==> src/rtl/keypad_pkg.sv <==
// Shared constants, row-state type and key numbering for the 4x3 keypad scanner.
// Key numbers are 1-based: k = row*NUM_COLS + col + 1.
package keypad_pkg;

   localparam int NUM_ROWS = 4;
   localparam int NUM_COLS = 3;
   localparam int NUM_KEYS = NUM_ROWS * NUM_COLS;

   typedef enum logic [1:0] {
      ROW0 = 2'd0,
      ROW1 = 2'd1,
      ROW2 = 2'd2,
      ROW3 = 2'd3
   } row_state_e;

   function automatic int key_index(input int row, input int col);
      return row * NUM_COLS + col + 1;
   endfunction

endpackage

==> src/rtl/key_debouncer.sv <==
// One key's stable level S and disagreement counter C; flips S after DEBOUNCE_SCANS
// consecutive disagreeing samples. press_pulse is registered with S on a 0->1 flip.
module key_debouncer #(
   parameter int DEBOUNCE_SCANS = 4
) (
   input  logic CLK,
   input  logic RST,
   input  logic sample_en,
   input  logic sample,
   output logic stable,
   output logic press_pulse
);

   logic       stable_q, stable_d;
   logic [3:0] cnt_q, cnt_d;
   logic       pulse_q, pulse_d;

   always_comb begin
      stable_d = stable_q;
      cnt_d    = cnt_q;
      pulse_d  = 1'b0;
      if (sample_en) begin
         if (sample == stable_q) begin
            cnt_d = 4'd0;
         end else if (cnt_q + 4'd1 == 4'(DEBOUNCE_SCANS)) begin
            stable_d = sample;
            cnt_d    = 4'd0;
            pulse_d  = sample;
         end else begin
            cnt_d = cnt_q + 4'd1;
         end
      end
   end

   always_ff @(posedge CLK or negedge RST) begin
      if (!RST) begin
         stable_q <= 1'b0;
         cnt_q    <= 4'd0;
         pulse_q  <= 1'b0;
      end else begin
         stable_q <= stable_d;
         cnt_q    <= cnt_d;
         pulse_q  <= pulse_d;
      end
   end

   assign stable      = stable_q;
   assign press_pulse = pulse_q;

endmodule

==> src/rtl/keypad_event_scanner.sv <==
// Scans a 4x3 key matrix row by row, debounces each key and emits one-cycle press pulses.
// Columns are sampled once per row dwell, at its last cycle; no backpressure on outputs.
module keypad_event_scanner
   import keypad_pkg::*;
#(
   parameter int SCAN_DIV       = 20000,
   parameter int DEBOUNCE_SCANS = 4
) (
   input  logic                CLK,
   input  logic                RST,
   output logic [NUM_ROWS-1:0] key_row,
   input  logic [NUM_COLS-1:0] key_col,
   output logic                event_1,
   output logic                event_2,
   output logic                event_3,
   output logic                event_4,
   output logic                event_5,
   output logic                event_6,
   output logic                event_7,
   output logic                event_8,
   output logic                event_9,
   output logic                event_10,
   output logic                event_11,
   output logic                event_12,
   output logic [NUM_KEYS-1:0] key_pressed,
   output logic                any_key
);

   localparam int DW = (SCAN_DIV > 1) ? $clog2(SCAN_DIV) : 1;

   logic [NUM_COLS-1:0] col_s1_q, col_s2_q, col_pressed;
   logic [DW-1:0]       dwell_q, dwell_d;
   logic                dwell_end;
   row_state_e          state_q, state_d;
   logic [NUM_KEYS-1:0] stable_w, pulse_w;

   // Sync flops reset to "released" so a held key is re-debounced from scratch.
   always_ff @(posedge CLK or negedge RST) begin
      if (!RST) begin
         col_s1_q <= '1;
         col_s2_q <= '1;
         dwell_q  <= '0;
         state_q  <= ROW0;
      end else begin
         col_s1_q <= key_col;
         col_s2_q <= col_s1_q;
         dwell_q  <= dwell_d;
         state_q  <= state_d;
      end
   end

   assign col_pressed = ~col_s2_q;
   assign dwell_end   = (dwell_q == DW'(SCAN_DIV - 1));
   assign dwell_d     = dwell_end ? '0 : dwell_q + 1'b1;

   always_comb begin
      state_d = state_q;
      key_row = 4'b1110;
      case (state_q)
         ROW0: begin key_row = 4'b1110; if (dwell_end) state_d = ROW1; end
         ROW1: begin key_row = 4'b1101; if (dwell_end) state_d = ROW2; end
         ROW2: begin key_row = 4'b1011; if (dwell_end) state_d = ROW3; end
         ROW3: begin key_row = 4'b0111; if (dwell_end) state_d = ROW0; end
         default: begin key_row = 4'b1110; state_d = ROW0; end
      endcase
   end

   for (genvar r = 0; r < NUM_ROWS; r++) begin : g_row
      for (genvar c = 0; c < NUM_COLS; c++) begin : g_col
         localparam int K = key_index(r, c) - 1;
         key_debouncer #(
            .DEBOUNCE_SCANS(DEBOUNCE_SCANS)
         ) u_deb (
            .CLK        (CLK),
            .RST        (RST),
            .sample_en  (dwell_end & ~key_row[r]),
            .sample     (col_pressed[c]),
            .stable     (stable_w[K]),
            .press_pulse(pulse_w[K])
         );
      end
   end

   assign key_pressed = stable_w;
   assign any_key     = |stable_w;
   assign event_1     = pulse_w[0];
   assign event_2     = pulse_w[1];
   assign event_3     = pulse_w[2];
   assign event_4     = pulse_w[3];
   assign event_5     = pulse_w[4];
   assign event_6     = pulse_w[5];
   assign event_7     = pulse_w[6];
   assign event_8     = pulse_w[7];
   assign event_9     = pulse_w[8];
   assign event_10    = pulse_w[9];
   assign event_11    = pulse_w[10];
   assign event_12    = pulse_w[11];

endmodule

==> config.mk <==
export PLATFORM = sky130hd
export DESIGN_NAME = keypad_event_scanner
export DESIGN_NICKNAME = d
export VERILOG_FILES = /design/src/rtl/keypad_pkg.sv /design/src/rtl/key_debouncer.sv /design/src/rtl/keypad_event_scanner.sv
export SDC_FILE = /design/constraint.sdc
export NUM_CORES = 1
export LEC_CHECK = 0
export ABC_AREA = 1
export CORE_UTILIZATION = 45
export CTS_CLUSTER_DIAMETER = 120
export DETAILED_ROUTE_END_ITERATION = 10
export GPL_TIMING_DRIVEN = 0
export PLACE_DENSITY = 0.66
export SYNTH_ARGS = -nofsm -noshare
export SYNTH_HDL_FRONTEND = slang
export SYNTH_SLANG_ARGS = --single-unit
==> constraint.sdc <==
create_clock -name CLK -period 1.45 [get_ports CLK]
set_input_delay 0.145 -clock CLK [delete_from_list [all_inputs] [get_ports CLK]]
set_output_delay 0.145 -clock CLK [all_outputs]
set_load 0.01 [all_outputs]
# After elaboration in Yosys (flattened, before gate mapping)

Cells that the tools add are included.

Add/sub/neg operators: 13
Equality and inequality tests: 32
Multiplexer cells: 67
Bitwise operators: 21
Reductions and logical operators: 15

Operators with widths:

| cell                                                | number |
|---|---|
| two-way mux 4 bit                                   | 24 |
| adder 4 x 1 -> 4 bit, second input constant         | 12 |
| equality test 4 x 3 -> 1 bit, second input constant | 12 |
| two-way mux 1 bit                                   | 36 |
| AND reduction 3 bit                                 | 12 |
| NOT 1 bit                                           | 16 |
| case mux 4 bit (4 select lines)                     | 1 |
| adder 15 x 1 -> 15 bit, second input constant       | 1 |
| equality test 15 bit, second input constant         | 1 |
| two-way mux 15 bit                                  | 1 |
| equality test 1 bit                                 | 12 |
| OR reduction 12 bit                                 | 1 |
| two-way mux 2 bit                                   | 4 |
| != test 2 bit, second input constant                | 4 |
| case mux 2 bit (4 select lines)                     | 1 |
| bitwise AND 1 bit                                   | 4 |
| equality test 2 bit, second input constant          | 2 |
| AND reduction 4 bit                                 | 1 |
| NOT 3 bit                                           | 1 |
| equality test 2 x 1 -> 1 bit, second input constant | 1 |
| logical NOT 2 bit                                   | 1 |

Bits in registers: 95
Output and inout bits: 29
Logic and storage cells: 188

# Depth between registers and ports, before layout

Word-level depth: 5
Mapped depth: 9
Gate-level depth less buffers: 9

# Hierarchy

Synthesis repeated with hierarchy kept, for this count alone.

Cells, all modules: 630
Area total of the unflattened synthesis: 4,957.3 um^2

Modules (own cells, without submodules):

| module               | times used | cells each | area an instance (um^2) | seq. area each (um^2) |
|---|---|---|---|---|
| key_debouncer        | 12         | 38         | 304.0                   | 150.1 |
| keypad_event_scanner | 1          | 174        | 1,308.8                 | 583.1 |

# Worst setup path before layout

Ideal clock, no wire load.

Kind: flip-flop to flip-flop
From: register dwell_q[0]
To: register g_row[3].g_col[0].u_deb.cnt_q[2]
Data arrival time: 1,329 ps
Required time: 1,327 ps
Path slack: -3 ps
Cell stages (with the launch flop): 10
Cells stage by stage: dfrtp_1 ha_1 nand2_2 inv_2 nand2_4 nor2_8 nand3_4 buf_6 nand2_1 o21ai_2

Word-level cells in the longest chain between the ends: 2

Ends and longest elaborated chain:

| item                   | RTL line                   | text |
|---|---|---|
| start, declared        | keypad_event_scanner.sv:32 | `logic [DW-1:0] dwell_q, dwell_d;` |
| start signal, assigned | keypad_event_scanner.sv:47 | `dwell_q <= dwell_d;` |
| equality test 15 bit   | keypad_event_scanner.sv:53 | `assign dwell_end = (dwell_q == DW'(SCAN_DIV - 1));` |
| bitwise AND 1 bit      | keypad_event_scanner.sv:76 | `.sample_en (dwell_end & ~key_row[r]),` |
| end signal, assigned   | key_debouncer.sv:42        | `cnt_q <= cnt_d;` |
| end, declared          | key_debouncer.sv:15        | `logic [3:0] cnt_q, cnt_d;` |

Every way passes these cells.
A chain may end at the register's enable or synchronous reset.

# Final worst setup path

From: register dwell_q[1]
To: register g_row[1].g_col[2].u_deb.cnt_q[1]

Word-level cells in the longest chain between the ends: 2

Ends and longest elaborated chain:

| item                 | RTL line |
|---|---|
| equality test 15 bit | keypad_event_scanner.sv:53 |
| bitwise AND 1 bit    | keypad_event_scanner.sv:76 |
| end signal, assigned | key_debouncer.sv:42 |
| end, declared        | key_debouncer.sv:15 |

Every way passes these cells.

==> results by group <==
Drt
  – 1st-pass router iterations: 4
  – Via count: 4,218
  – Final ANT Viol Nets: 0
  – Via-per-instance ratio: 4.97
  – Total Wirelength: roughly 12 mm
  – DR iter-0 viols: 208
  – Wirelength per Cell: about 14 µm
  – Drc violations: 0

Clock tree
  – TritonCTS clock tree: built
  – Clk root buf: clkbuf_16
  – Reg clk slew, reported paths: approximately 0.07 ns
  – H-tree depth: 3
  – Worst-Skew Late Latency: 0.35 ns
  – CTS Sinks: 95
  – CTS Buf Count: 9
  – Clk buf depth: 2

Placed design
  – Port buffer count: 33
  – Pre-CTS setup slack: -0.295 ns
  – Post-DP HPWL: approximately 7.7 mm
  – Routability congestion estimate: between 0.8 and 0.9

Floorplanning
  – I/O pin count: 34
  – Area of the die: 12,400 µm²
  – Rows: 39
  – Chip height: approximately 110 µm
  – Die W: between 100 and 150 µm
  – Initial core utilization: around 47%
  – Core Box Area: 11,600 µm²

Run
  – MaxCap Viol Count: 0

Worst setup path
  – Max Fanout on Critical Path: 6
  – Critical path endpoint category: flop
  – Slowest-stage cell, CP: dfrtp_1
  – Peak per-stage delay on the critical path: ~0.39 ns
  – CP required: between 1.5 and 2 ns
  – CP startpoint kind: flop
  – CP Cell Sequence: ha_4, buf_4, nand3_4, nor2_4, nand2_8, buf_4, nor2_4, nand3_1, nand2_1
  – CP Data Arrival Time: 1.88 ns
  – Worst setup path category: reg2reg
  – CP top delay family: simple AND/OR/NAND/NOR gates
  – Crit path buffers/inverters: 2

Yosys
  – Mapped Nets: around 650
  – Mapped Area: ~5400 µm²
  – Async set-reset flop share out of synthesis: 100%
  – Main flop type after synthesis: dfrtp_1
  – Yosys warnings: 0
  – Post-synth EDFFs: 0
  – #FFs+latches synth: 95
  – Syn_area_per_cell: between 8 and 9 µm²
  – Syn Inst Count: a little over 600
  – Synth unique cells: 35
  – Post-synthesis sequential area ratio: between 40% and 50%

STA
  – Final setup vio count: 75
  – RSZ-0062 raised after global routing: true
  – WHS: approximately 0.21 ns
  – Fin Clk Skew: approximately 0.0081 ns
  – Max Clk Rate: 0.628 GHz
  – Fin. Hold Viols: 0
  – Slew Limit Fails: 0
  – Sum of negative setup slack: -6.01 ns
  – Min Tclk post-route: between 1.5 and 2 ns
  – Worst setup margin: -0.144 ns
  – Slew headroom: 58.3%
  – Worst-Margin Slew: 0.622 ns
  – Final Cycle Share: 110%

Global routing
  – GRT overflow: 0
  – Number of global-route vias before repair: 4,214
  – Global-route wire length before repair: between 15 and 20 mm
  – Largest net degree at the start of global routing: 59
  – Antenna violations before repair: 0
  – Overall Global Routing Usage: 20.2%

Hold path
  – HP Class: in2reg

Pwr
  – Power density over the cells: between 700 and 800 nW/µm²
  – Leakage power: between 3 and 4 nW
  – Tot Pwr: a little over 5 mW
  – Worst VDD drop: roughly 0.43 mV

Outcome
  – Status: finished with violations
  – Failing checks: negative setup slack

Finish
  – FILL cells: roughly 990
  – Layout cells sized above 1: about a third
  – Multi-input logic area: ~2800 µm²
  – Most frequent cells in the layout: 118 x nand2_1, 76 x dfrtp_1, 67 x inv_1
  – Nets@finish: between 700 and 800
  – Antenna diodes: 0
  – Syn-to-layout area delta: 27.4%
  – Register area: approximately 2400 µm²
  – Commonest non-fill, non-tap cell in the layout: nand2_1
[state kept, by name, summed over array words and instances (netlist names)]
signal,cells
g_row.g_col.u_deb.cnt_q,48
g_row.g_col.u_deb.press_pulse,12
state_q,2
dwell_q,15
col_s1_q,3
g_row.g_col.u_deb.stable,12
col_s2_q,3
[area by class of cell]
cell class / instances / share of cell area [%]
Timing Repair Buffer: 74 / 9.96
Multi-Input combinational cell: 417 / 41.2
Inverter: 86 / 5.02
Clock buffer: 15 / 4.04
Tap cell: 143 / 2.60
Sequential cell: 95 / 34.9
Buffer: 19 / 2.28
[worst reg2reg max path, stage by stage (launching register included)]
cell,delay (ns)
dfrtp_1,0.39
ha_4,0.16
buf_4,0.11
nand3_4,0.09
nor2_4,0.15
nand2_8,0.14
buf_4,0.18
nor2_4,0.14
nand3_1,0.10
nand2_1,0.09
[logic make-up after synthesis]
group / share of synthesized area (%)
AND/OR/NAND/NOR: 31.8
buffers and inverters: 8.84
flip-flops: 44.2
AO/OA/AOI/OAI: 5.13
adder cells (fa/ha/maj): 5.80
XOR/XNOR: 4.18
[worst paths after layout]
path                        startpoint                          endpoint  slack (ns)  depth (start not counted)
max reg2reg                 dwell_q[1]  g_row[1].g_col[2].u_deb.cnt_q[1]       -0.14                          9
min                         key_col[0]                       col_s1_q[0]        0.21                          1
max in group asynchronous          RST                       col_s2_q[1]        0.40                          3
max                         dwell_q[1]  g_row[1].g_col[2].u_deb.cnt_q[1]       -0.14                          9
min in group asynchronous          RST  g_row[1].g_col[0].u_deb.cnt_q[3]        0.32                          2
min reg2reg                col_s1_q[0]                       col_s2_q[0]        0.35                          0
[where the power goes]
part,internal (mW),switching [mW]
Clock,1.30,0.970
Combinational,0.0382,0.109
Sequential,2.67,0.00332
Total,4.00,1.08
[stage by stage]
stage / instances / utilization [%] / instance area, µm²
2_1_floorplan: 616 / - / 5390
3_3_place_gp: 792 / 51.0 / 5900
3_5_place_dp: 793 / 51.3 / 5930
4_1_cts: 836 / 57.6 / 6660
5_1_grt: 849 / 59.4 / 6870
6_report: 849 / 59.4 / 6870
[per-layer routing]
layer,vias to the layer above,track usage (%),part of all wire (%)
li1,2111,-,-
met1,2026,26.0,46
met2,69,34.0,50
met3,12,2.99,2.7
met4,0,8.38,1.4
met5,-,0,0
[Yosys cell counts, types with 2 or more instances]
master	instances	share of area [%]
inv_1	77	5.4
ha_1	25	5.8
o21ai_0	16	1.5
buf_6	4	0.84
nor2_1	49	3.4
buf_4	13	1.8
nand3_4	4	1.3
nor2_2	5	0.58
nor2_8	6	2.2
o21ai_2	17	2.8
dfstp_2	6	2.9
xnor2_1	17	2.8
a21oi_1	2	0.19
nand4_1	16	1.9
nor4_1	3	0.35
or2_2	2	0.23
xnor2_2	2	0.60
nor3_1	2	0.19
nand2_4	6	1.3
nand2_1	146	10
nor3_2	5	0.93
nand3_1	49	4.5
dfrtp_1	89	41
nand3_2	5	0.93
buf_2	2	0.19
nand2_2	11	1.3
o21ai_1	6	0.56
inv_2	8	0.56
nor2_4	8	1.7
and2_1	6	0.70
xor2_1	5	0.81
[repair_timing]
action                                  4_1_cts  5_1_grt
hold buffers                                  1        0
resized for setup                           109       36
cloned                                        3        0
buffers inserted                             24       13
endpoints found under the setup margin      101       89
endpoints found under the hold margin        37        0
pin swaps                                    20       25
Power figures use the tool's default switching activity.
